### src/rtl/mobo_bus_arbiter.sv
`default_nettype none
// ============================================================================
// Module   : mobo_bus_arbiter
// Brief    : Two-master round-robin arbiter for the motherboard device bus,
//            replaying ctrl/stat four-phase requests with a WAIT timeout.
// Revision : 1.0 - initial release
// ============================================================================
module mobo_bus_arbiter #(
    parameter int WORD_WIDTH = 32,
    parameter int TIMEOUT    = 255
) (
    input  logic                  clk,
    input  logic                  rst,
    input  logic [WORD_WIDTH-1:0] m0_ctrl,
    input  logic [WORD_WIDTH-1:0] m0_addr,
    input  logic [WORD_WIDTH-1:0] m0_wdata,
    output logic [WORD_WIDTH-1:0] m0_stat,
    output logic [WORD_WIDTH-1:0] m0_rdata,
    input  logic [WORD_WIDTH-1:0] m1_ctrl,
    input  logic [WORD_WIDTH-1:0] m1_addr,
    input  logic [WORD_WIDTH-1:0] m1_wdata,
    output logic [WORD_WIDTH-1:0] m1_stat,
    output logic [WORD_WIDTH-1:0] m1_rdata,
    output logic [WORD_WIDTH-1:0] dev_ctrl,
    output logic [WORD_WIDTH-1:0] dev_addr,
    output logic [WORD_WIDTH-1:0] dev_wdata,
    input  logic [WORD_WIDTH-1:0] dev_rdata,
    input  logic [WORD_WIDTH-1:0] dev_stat,
    output logic [1:0]            grant
);
    localparam int                    c_cnt_w    = $clog2(TIMEOUT + 1);
    localparam logic [c_cnt_w-1:0]    c_cnt_last = c_cnt_w'(TIMEOUT - 1);
    localparam logic [c_cnt_w-1:0]    c_cnt_one  = c_cnt_w'(1);
    localparam logic [WORD_WIDTH-1:0] c_stat_ok  = WORD_WIDTH'(1);
    localparam logic [WORD_WIDTH-1:0] c_stat_err = WORD_WIDTH'(3);

    typedef enum logic [1:0] {
        ST_IDLE = 2'd0,
        ST_WAIT = 2'd1,
        ST_HOLD = 2'd2
    } state_t;

    state_t                state_q, state_d;
    logic [c_cnt_w-1:0]    cnt_q, cnt_d;
    logic                  last_q, last_d;
    logic [1:0]            grant_q, grant_d;
    logic [WORD_WIDTH-1:0] dev_ctrl_q, dev_ctrl_d;
    logic [WORD_WIDTH-1:0] dev_addr_q, dev_addr_d;
    logic [WORD_WIDTH-1:0] dev_wdata_q, dev_wdata_d;
    logic [WORD_WIDTH-1:0] m0_stat_q, m0_stat_d, m0_rdata_q, m0_rdata_d;
    logic [WORD_WIDTH-1:0] m1_stat_q, m1_stat_d, m1_rdata_q, m1_rdata_d;

    logic                  w_req0, w_req1, w_win1;
    logic [1:0]            w_win_op, w_own_op;
    logic                  w_sel, w_wr_stat, w_wr_rdata;
    logic [WORD_WIDTH-1:0] w_stat_val, w_rdata_val;
    logic                  w_unused_bits;

    assign w_req0   = (m0_ctrl[1:0] != 2'b00);
    assign w_req1   = (m1_ctrl[1:0] != 2'b00);
    // On a tie the master that did not win last time goes first.
    assign w_win1   = w_req1 && (!w_req0 || !last_q);
    assign w_win_op = w_win1 ? m1_ctrl[1:0] : m0_ctrl[1:0];
    assign w_own_op = grant_q[1] ? m1_ctrl[1:0] : m0_ctrl[1:0];

    assign w_unused_bits = ^{m0_ctrl[WORD_WIDTH-1:2], m1_ctrl[WORD_WIDTH-1:2],
                             dev_stat[WORD_WIDTH-1:1]};

    always_comb begin
        state_d     = state_q;
        cnt_d       = cnt_q;
        last_d      = last_q;
        grant_d     = grant_q;
        dev_ctrl_d  = dev_ctrl_q;
        dev_addr_d  = dev_addr_q;
        dev_wdata_d = dev_wdata_q;
        m0_stat_d   = m0_stat_q;
        m0_rdata_d  = m0_rdata_q;
        m1_stat_d   = m1_stat_q;
        m1_rdata_d  = m1_rdata_q;
        w_sel       = grant_q[1];
        w_wr_stat   = 1'b0;
        w_wr_rdata  = 1'b0;
        w_stat_val  = '0;
        w_rdata_val = '0;

        case (state_q)
            ST_IDLE: begin
                if (w_req0 || w_req1) begin
                    w_sel   = w_win1;
                    grant_d = w_win1 ? 2'b10 : 2'b01;
                    last_d  = w_win1;
                    cnt_d   = '0;
                    if (w_win_op == 2'b11) begin
                        // Both READ and WRITE: refuse without touching the device.
                        w_wr_stat   = 1'b1;
                        w_stat_val  = c_stat_err;
                        w_wr_rdata  = 1'b1;
                        state_d     = ST_HOLD;
                    end else begin
                        dev_addr_d  = w_win1 ? m1_addr : m0_addr;
                        dev_wdata_d = w_win1 ? m1_wdata : m0_wdata;
                        dev_ctrl_d  = {{(WORD_WIDTH-2){1'b0}}, w_win_op};
                        state_d     = ST_WAIT;
                    end
                end
            end
            ST_WAIT: begin
                cnt_d = cnt_q + c_cnt_one;
                if (dev_stat[0]) begin
                    w_wr_stat   = 1'b1;
                    w_stat_val  = c_stat_ok;
                    w_wr_rdata  = dev_ctrl_q[0];
                    w_rdata_val = dev_rdata;
                    dev_ctrl_d  = '0;
                    state_d     = ST_HOLD;
                end else if (cnt_q == c_cnt_last) begin
                    w_wr_stat   = 1'b1;
                    w_stat_val  = c_stat_err;
                    w_wr_rdata  = 1'b1;
                    dev_ctrl_d  = '0;
                    state_d     = ST_HOLD;
                end
            end
            ST_HOLD: begin
                if ((w_own_op == 2'b00) && !dev_stat[0]) begin
                    w_wr_stat = 1'b1;
                    grant_d   = 2'b00;
                    state_d   = ST_IDLE;
                end
            end
            default: state_d = ST_IDLE;
        endcase

        if (w_wr_stat) begin
            if (w_sel) m1_stat_d = w_stat_val;
            else       m0_stat_d = w_stat_val;
        end
        if (w_wr_rdata) begin
            if (w_sel) m1_rdata_d = w_rdata_val;
            else       m0_rdata_d = w_rdata_val;
        end
    end

    always_ff @(posedge clk or posedge rst) begin
        if (rst) begin
            state_q     <= ST_IDLE;
            cnt_q       <= '0;
            last_q      <= 1'b1;
            grant_q     <= 2'b00;
            dev_ctrl_q  <= '0;
            dev_addr_q  <= '0;
            dev_wdata_q <= '0;
            m0_stat_q   <= '0;
            m0_rdata_q  <= '0;
            m1_stat_q   <= '0;
            m1_rdata_q  <= '0;
        end else begin
            state_q     <= state_d;
            cnt_q       <= cnt_d;
            last_q      <= last_d;
            grant_q     <= grant_d;
            dev_ctrl_q  <= dev_ctrl_d;
            dev_addr_q  <= dev_addr_d;
            dev_wdata_q <= dev_wdata_d;
            m0_stat_q   <= m0_stat_d;
            m0_rdata_q  <= m0_rdata_d;
            m1_stat_q   <= m1_stat_d;
            m1_rdata_q  <= m1_rdata_d;
        end
    end

    assign grant     = grant_q;
    assign dev_ctrl  = dev_ctrl_q;
    assign dev_addr  = dev_addr_q;
    assign dev_wdata = dev_wdata_q;
    assign m0_stat   = m0_stat_q;
    assign m0_rdata  = m0_rdata_q;
    assign m1_stat   = m1_stat_q;
    assign m1_rdata  = m1_rdata_q;

endmodule
`default_nettype wire

### config.mk
export PLATFORM = sky130hd
export DESIGN_NAME = mobo_bus_arbiter
export DESIGN_NICKNAME = d
export VERILOG_FILES = /design/src/rtl/mobo_bus_arbiter.sv
export SDC_FILE = /design/constraint.sdc
export NUM_CORES = 1
export LEC_CHECK = 0
export ABC_AREA = 1
export BUFFER_PORTS_ARGS = -buffer_cell sky130_fd_sc_hd__buf_4
export CORE_AREA = 5 5 187 189
export DETAILED_ROUTE_END_ITERATION = 16
export DIE_AREA = 0 0 192 194
export GPL_ROUTABILITY_DRIVEN = 1
export PLACE_DENSITY = 0.47
export SLEW_MARGIN = 20
export SYNTH_ARGS = -nofsm -noshare
export SYNTH_HDL_FRONTEND = slang
export SYNTH_SLANG_ARGS = --single-unit
### constraint.sdc
create_clock -name clk -period 5.64 [get_ports clk]
set_clock_uncertainty 0.1 [all_clocks]
set_input_delay 0.846 -clock clk [delete_from_list [all_inputs] [get_ports clk]]
set_output_delay 0.846 -clock clk [all_outputs]
set_load 0.02 [all_outputs]
# Yosys cells after proc, flatten, opt, wreduce, memory -nomap -nowiden
# Cells that the tools add are included.
[totals]
mem_bits_rw = 0
rom_bits = 0
ff_bits = 237
latchBits = 0
inputBits = 258
memories = 0
wordCells = 82
[op_classes]
add_sub_neg = 1
n_div = 0
mux = 37
n_shift = 0
reduce_logical = 23
magnitude_cmp = 0
eq_ne = 8
mul = 0
n_bitwise = 2
[op_table]
columns = ["operator", "n"]
rows = [
  ["32-bit two-way mux", 8],
  ["32-bit case mux with 2 select lines", 1],
  ["2-bit two-way mux", 13],
  ["8-bit case mux with 2 select lines", 1],
  ["2-bit AND reduction", 6],
  ["3-bit AND reduction", 3],
  ["8-bit by 1-bit adder with 8-bit output (second input constant)", 1],
  ["8-bit equality test (second input constant)", 1],
  ["1-bit two-way mux", 8],
  ["8-bit two-way mux", 1],
  ["2-bit case mux with 2 select lines", 2],
  ["2-bit nonzero test", 4],
  ["2-bit inequality test (second input constant)", 3],
  ["2-bit case mux with 3 select lines", 1],
  ["2-bit equality test (second input constant)", 2],
  ["2-bit zero test", 2],
  ["4-bit AND reduction", 1],
  ["1-bit zero test", 3],
  ["3-bit inequality test (second input constant)", 1],
  ["1-bit case mux with 3 select lines", 1],
  ["2-bit by 1-bit equality test with 1-bit output (second input constant)", 1],
  ["1-bit logical AND", 2],
  ["1-bit logical OR", 2],
  ["1-bit inverter", 2],
  ["1-bit case mux with 2 select lines", 1],
]

# Longest topological paths before layout
# Gate-level depths: netlist (run 1).
[logic_depth]
depth_word = 10
ltp_mapped = 13

# Worst setup path before layout (run 1)
# Ideal clock, no wire load.
[synth_timing]
kind = "input-to-reg"
start = "input m1_ctrl[1]"
end = "register m1_rdata_q[0], in the netlist m1_rdata[0]"
required_ns = 5.423
arrival_time_ns = 1.960
path_buffers = 2
setup_ns = 0.117
path_stages = 10
setup_slack_ns = 3.463
cell_sequence = "inv_2 > nand2_2 > nor3_4 > nor2_2 > o21ai_2 > buf_6 > nand2_4 > buf_6 > nand2_1 > nand2_1"
[synth_via]
elab_chain_len = 8
[synth_lines]
columns = ["item", "line", "text"]
rows = [
  ["from (decl)", "19", "input logic [WORD_WIDTH-1:0] m1_ctrl,"],
  ["2-bit nonzero test", "60", "assign w_req1 = (m1_ctrl[1:0] != 2'b00);"],
  ["1-bit logical AND", "62", "assign w_win1 = w_req1 && (!w_req0 || !last_q);"],
  ["2-bit two-way mux", "63", "assign w_win_op = w_win1 ? m1_ctrl[1:0] : m0_ctrl[1:0];"],
  ["2-bit equality test", "94", "if (w_win_op == 2'b11) begin"],
  ["1-bit two-way mux", "94", ""],
  ["1-bit two-way mux", "89", "if (w_req0 || w_req1) begin"],
  ["1-bit case mux with 2 select lines", "87", "case (state_q)"],
  ["2-bit AND reduction (no source line) *", "-", ""],
  ["to (signal assigned)", "169", "m1_rdata_q <= m1_rdata_d;"],
  ["to (decl)", "51", "logic [WORD_WIDTH-1:0] m1_stat_q, m1_stat_d, m1_rdata_q, m1_rdata_d;"],
]
# Every way passes the cells marked *; elsewhere a longest branch is shown, timed or not.
# A chain may end at the register's enable or synchronous reset.

# Worst setup path after layout (run 1)
[layout_timing]
start = "input m0_ctrl[0]"
end = "register dev_addr_q[4], in the netlist dev_addr[4]"
[layout_via]
elab_chain_len = 8
[layout_lines]
columns = ["item", "line", "text"]
rows = [
  ["from (decl)", "14", "input logic [WORD_WIDTH-1:0] m0_ctrl,"],
  ["2-bit nonzero test", "59", "assign w_req0 = (m0_ctrl[1:0] != 2'b00);"],
  ["1-bit zero test", "62", ""],
  ["1-bit logical OR", "62", ""],
  ["1-bit logical AND", "62", ""],
  ["2-bit two-way mux", "63", ""],
  ["2-bit equality test", "94", ""],
  ["1-bit inverter (no source line)", "-", ""],
  ["3-bit AND reduction (no source line)", "-", ""],
  ["to (signal assigned)", "164", "dev_addr_q <= dev_addr_d;"],
  ["to (decl)", "48", "logic [WORD_WIDTH-1:0] dev_addr_q, dev_addr_d;"],
]
# Parallel ways exist; a longest one is shown, timed or not.

==> metrics.md, run 1 <==
| Metric | Value |
|---|---|
| Crit Path Max Fanout | `67` |
| Min Tclk post-route | `3060 ps` |
| Data arrival, critical path | `3310 ps` |
| DR iter-0 viols | `170` |
| Clk Tree Root Cell | `clkbuf_16` |
| Cts bufs inserted | `17` |
| Layout cells sized above 1 | `0.349` |
| Post-DP Area | `0.0101 mm²` |
| Fillers | `3570` |
| Total routed wirelength | `25600 µm` |
| DRT Pass-1 Iters | `5` |
| Syn avg cell area | `8.52 µm²` |
| Vias in the first global route | `6974` |
| All-Layer GR Usage | `0.132` |
| Final Setup Violations | `0` |
| Fin. max-slew vios | `0` |
| Final Hold Viols | `0` |
| Setup Buffers After CTS | `0` |
| VDD IR max | `0.000207 V` |
| Post-synthesis cell type count | `31` |
| RSZ-0062 raised after global routing | `false` |
| Die ar. | `0.0372 mm²` |
| Starting density of the core | `0.240` |
| Outcome | `complete, no violations` |
| Total clock sinks | `147` |
| # diodes | `0` |
| Cell Count, Final, Fillers Out | `1667` |
| Vias per std cell | `4.09` |
| Post-detail-place hpwl | `17700 µm` |
| Cells after synthesis | `934` |
| Skew-Pair Late Insertion Delay | `410 ps` |
| # hold bufs at CTS | `0` |
| WS Path Type | `input pin to flop` |
| Crit. End Element | `flop` |
| R2R cell count | `10` |
| Worst-Margin Slew | `791 ps` |
| Critical-path top delay cell | `nor2_8` |
| Max-Cap Viols | `0` |
| Max incr delay on CP | `660 ps` |
| Row cnt | `67` |
| Clock Tree Buf Depth | `2` |
| Synthesized area | `0.00796 mm²` |
| Cells after DPL | `1636` |
| Flop2flop setup slack | `2920 ps` |
| Startpoint types | `input pin` |
| Critical R2R Capture | `dev_addr[4]` |
| Relative slew slack | `0.473` |
| Total negative setup slack | `0 ps` |
| Vias | `6825` |
| Core ar. | `0.0331 mm²` |
| RD Place Congestion | `0.742` |
| Detail Route Antenna Nets | `0` |
| Leakage | `0.00575 µW` |
| CTS tree | `built` |
| Die Wd | `192 µm` |
| Worst hold margin | `311 ps` |
| Max H-tree Level | `4` |
| Pwr dens | `546 mW/mm²` |
| FMAX | `327 MHz` |
| HP Class | `input pin to asynchronous set/reset pin` |
| Final Cycle Share | `0.542` |
| Most used cell, CP | `nand2_1` |
| Drt drc | `0` |
| Avg WL per Cell | `15.4 µm` |
| CP required | `5890 ps` |
| Crit path from | `m0_ctrl[0]` |
| Register area share after synthesis | `0.462` |
| Syn. warnings | `0` |
| First-pass GRT wire length | `39500 µm` |
| IO buf count | `302` |
| Post_cts resized | `0` |
| CTS clock-pin slew for the worst setup and hold paths | `60 ps` |
| Cell area after layout | `0.0108 mm²` |
| Initial antenna violation count | `0` |
| Crit-path cells | `buf_4 > o21ai_2 > nand2_4 > nand2_1 > nand2_1 > nand2_2 > nand2_4 > nor2_8 > buf_4 > nand2_1 > nand2_1` |
| Post-synth top area cell | `dfrtp_1` |
| I/O pins | `484` |
| P&R area growth vs syn | `35.2%` |
| RR Startpoint | `last_q` |
| Top post-synthesis cells by area | `dfrtp_1 (46%), nand2_1 (16%), buf_4 (9.1%)` |
| Total global routing overflow | `0` |
| Final nets | `1468` |
| Yosys reg bits | `147` |
| Height of the die | `194 µm` |
| Largest net degree at the start of global routing | `102` |
| Share of the synthesized area in the top cell type | `0.459` |
## synth_stat cells
cell      instances
o22ai_1           2
nand2_1         336
inv_2             3
nand3_1          76
mux2_2           64
nor2_2            3
nor3_1            1
o21ai_0          58
nor2_1           38
nand2_2           3
o21ai_1          16
xor2_1            1
inv_1            16
ha_1              2
o21ai_2           3
o31ai_1           1
nor2_8            1
nand2_4           4
xnor2_1           1
buf_4            96
clkbuf_1         17
buf_2            15
nor3_4            1
dfrtp_1         146
conb_1            1
a21oi_1           7
nand4_1           2
nand3_2           1
o32ai_1           1
buf_6            17
dfstp_2           1
## cells by family (layout without fill, tap and decap cells)
family	Yosys count	in the layout	synth area share
AO/OA/AOI/OAI	88	88	0.0578
XOR/XNOR	2	2	0.00220
adder cells (fa/ha/maj)	2	2	0.00314
buffers and inverters	164	360	0.141
flip-flops	147	147	0.462
multiplexers	64	64	0.0905
other	1	90	0.000471
AND/OR/NAND/NOR	466	466	0.243
## worst max-delay path by stage
stage	to	depth (start not counted)
after floorplan	cnt_q[0]	1
after global placement	dev_wdata[1]	11
after detailed placement	dev_addr[4]	11
after CTS	dev_wdata[7]	11
after global routing	dev_wdata[4]	11
final	dev_addr[4]	11
## cells in the final DEF (no fill, tap or decap), types with 7 or more instances in the layout
| cell | n |
|---|---|
| nand2_1 | 336 |
| buf_4 | 310 |
| dfrtp_1 | 146 |
| conb_1 | 90 |
| nand3_1 | 76 |
| mux2_2 | 64 |
| o21ai_0 | 58 |
| nor2_1 | 38 |
| clkbuf_16 | 17 |
| o21ai_1 | 16 |
| inv_1 | 15 |
| a21oi_1 | 7 |
## routing by layer
layer	global-route usage	wire length (µm)	up-vias
met3	0.0474	2480	11
met4	0.0322	316	0
met5	0	0	-
met1	0.163	10700	3170
met2	0.220	12100	262
li1	-	-	3382
## power breakdown
group	internal, µW	switching [µW]
sequential	1520	260
combinational	1060	1860
clock	695	485
## area by class of cell
type	count	area, µm²	share of cell area
Sequential cell	147	3680	0.342
Multi-Input combinational cell	712	3500	0.326
Timing Repair Buffer	311	2350	0.219
Tap cell	448	561	0.0521
Clock buffer	18	429	0.0399
Clock inverter	12	158	0.0146
Inverter	19	76.3	0.00709
## worst max-delay path: cells and delay by family
kind | cells | cell delay [ps]
buf+inv | 2 | 450
simple gates | 8 | 1670
compound gates | 1 | 240
## registers in the layout, summed over array words and instances (netlist names)
name	flops
state_q	2
dev_wdata	32
m1_stat	2
last_q	1
dev_addr	32
grant	2
m0_stat	2
cnt_q	8
m0_rdata	32
m1_rdata	32
dev_ctrl	2
## metrics by stage
step | utilization | setup slack [ps] | total power [µW]
after floorplan | - | 744 | 3670
after global placement | 0.306 | 2110 | 4760
after detailed placement | 0.306 | 2090 | 4780
after CTS | 0.324 | 2540 | 6000
after global routing | 0.325 | 2290 | 6320
final | 0.325 | 2580 | 5880
Note: power is estimated with default switching activity, not from simulation.
==> inputs of run 2 (changes only) <==
ABC_AREA = 0   (was 1)
CORE_AREA = 5 5 183 185   (was 5 5 187 189)
DIE_AREA = 0 0 188 190   (was 0 0 192 194)
clock period = 3.1 ns   (was 5.64 ns; I/O delays follow)
==> run 2 against run 1 <==
Effect of this change: synthesized cell count is 22% lower; sequential power is 90% higher; largest power group unchanged; critical path depth is 5 lower; global-route usage is 0.36 points lower; combinational power is 82% higher; sequential share of layout area is 1.2 points higher; clock power is 85% higher; setup slack worse by 1900 ps; core utilization is 0.11 points higher.
==> metrics.md, run 2 <==
| Metric | Value |
|---|---|
| Synthesized area | `0.00739 mm²` |
| Die Wd | `188 µm` |
| Vias per std cell | `4.13` |
| Post-synth EDFFs | `0` |
| Final nets | `1284` |
| First-pass GRT wire length | `35800 µm` |
| Min Tclk post-route | `2450 ps` |
| Most common cell after layout, fill and taps aside | `buf_4` |
| DRT Pass-1 Iters | `4` |
| # hold bufs at CTS | `0` |
| CTS clock-pin slew for the worst setup and hold paths | `70 ps` |
| Worst-Margin Slew | `798 ps` |
| Total global routing overflow | `0` |
| Final Cycle Share | `0.791` |
| Register area share after synthesis | `0.498` |
| List of most frequent post-synthesis cells | `dfrtp_1 (146), nand2_1 (137), buf_4 (91), nor2_1 (70), a31oi_1 (65)` |
| Die ar. | `0.0357 mm²` |
| DR iter-0 viols | `214` |
| Clk Tree Root Cell | `clkbuf_16` |
| Layout cells sized above 1 | `0.404` |
| Largest net degree at the start of global routing | `75` |
| Max H-tree Level | `4` |
| Syn avg cell area | `10.1 µm²` |
| I/O pins | `484` |
| WS Path Type | `flop to flop` |
| Leakage | `0.00514 µW` |
| Most frequent cell after synthesis | `dfrtp_1` |
| Post_cts resized | `0` |
| CTS tree | `built` |
| Met3 Use GR | `0.0437` |
| Core ar. | `0.0319 mm²` |
| Syn. warnings | `0` |
| FMAX | `408 MHz` |
| Max-Cap Viols | `0` |
| Outcome | `complete, no violations` |
| Post-synth top area cell | `dfrtp_1` |
| Initial antenna violation count | `0` |
| Avg WL per Cell | `16.3 µm` |
| Row cnt | `66` |
| Skew-Pair Late Insertion Delay | `430 ps` |
| Detail Route Antenna Nets | `0` |
| Startpoint types | `flop` |
| Fin. max-slew vios | `0` |
| Layer with the highest usage | `met2` |
| Main synth FF type | `dfrtp_1` |
| Starting density of the core | `0.232` |
| Yosys reg bits | `147` |
| Final Hold Viols | `0` |
| RSZ-0062 raised after global routing | `false` |
| Met2 GRT Util | `0.205` |
| Total routed wirelength | `23500 µm` |
| Cts bufs inserted | `17` |
| Async set-reset flop share out of synthesis | `1.00` |
| Vias | `5966` |
| Data arrival, critical path | `2660 ps` |
| P&R area growth vs syn | `40.8%` |
| IO buf count | `302` |
| Post-detail-place hpwl | `17400 µm` |
| Met1 Track Usage GR | `0.165` |
| Final core utilization | `0.326` |
| All-Layer GR Usage | `0.128` |
| Vias in the first global route | `6084` |
| Top post-synthesis cells by area | `dfrtp_1 (49%), buf_4 (9.2%), nand2_1 (7.0%)` |
| CP required | `3310 ps` |
| Total clock sinks | `147` |
| Setup Buffers After CTS | `0` |
| Cells after DPL | `1413` |
| HP Class | `input pin to asynchronous set/reset pin` |
| Total negative setup slack | `0 ps` |
| Share of the synthesized area in the top cell type | `0.495` |
| Drt drc | `0` |
| Cells after synthesis | `730` |
| Most frequent cells in the layout | `buf_4 (312), dfrtp_1 (146), nand2_1 (137), conb_1 (90), nor2_1 (69)` |
| RD Place Congestion | `0.723` |
| Relative slew slack | `0.467` |
| # diodes | `0` |
| Final Setup Violations | `0` |
| Crit Path Max Fanout | `24` |
| Post-synthesis cell type count | `52` |
| VDD IR max | `0.000423 V` |
| Clock Tree Buf Depth | `2` |
| Crit. End Element | `flop` |
| Cell Count, Final, Fillers Out | `1444` |
| Pwr dens | `1040 mW/mm²` |
| Height of the die | `190 µm` |
run 2: changes by cell type after synthesis, sizes merged, moves of 3 or more:
cell / change
nand2: -205
nand3: -70
a31oi: +67
o21ai: -58
and2: +34
nor2: +30
buf: -19
inv: -12
clkbuf: +4
a22oi: +3
nand2b: +3
run 2: cell families after synthesis:
group,after synthesis,share of synthesized area
xor gates and xnor gates,2,0.00237
adders and majority gates,2,0.00339
and+or+nand+nor,265,0.159
DFF,147,0.498
AOI/OAI and AO/OA,112,0.100
buffers and inverters,137,0.124
other,1,0.000508
muxes,64,0.113
run 2: worst max-delay path: stages (launching register included):
cell and delay (ps):
dfrtp_1 490, nor2_1 380, nand2b_4 150, a22o_2 280
a31oi_4 170, buf_4 360, mux2_2 380
run 2: layout make-up:
type                    count  area (µm²)
fillers                  3369       21500
flip-flops and latches    147        3680
multi-input cells         535        3150
repair buffers            316        2420
well taps                 408         510
clock buffers              21         460
clock inverters            10         148
inverters                   7        30.0
run 2: metrics by stage:
stage	power, µW	area (µm²)	hold slack [ps]	worst slack (ps)
detailed placement	8830	9790	379	445
global route	11600	10400	99.4	559
finish	10900	10400	80.9	649
CTS	11100	10400	69.5	641
global placement	8800	9790	371	456
floorplan	6630	7720	356	689
run 2: path summary, 6_finish.rpt:
path | slack (ps) | depth (start not counted) | endpoint | startpoint
min reg2reg | 390 | 1 | m0_rdata[0] | m0_rdata[0]
max in group asynchronous | 2030 | 3 | last_q | rst
max reg2reg | 650 | 6 | m0_rdata[1] | state_q[1]
min in group clk | 150 | 2 | state_q[0] | dev_stat[0]
min | 80 | 2 | m1_rdata[3] | rst
max | 650 | 6 | m0_rdata[1] | state_q[1]
run 2: metal layers:
layer | vias up | part of all wire | wire, µm
li1 | 2876 | - | -
met1 | 2813 | 0.44 | 10300
met2 | 258 | 0.47 | 11100
met3 | 19 | 0.078 | 1830
met4 | 0 | 0.014 | 327
met5 | - | 0 | 0
run 2: power by group:
part           internal (µW)  total, µW  switching (µW)
registers               2830       3380             547
logic                   2280       5300            3020
clock network           1320       2180             867
total                   6430      10900            4440
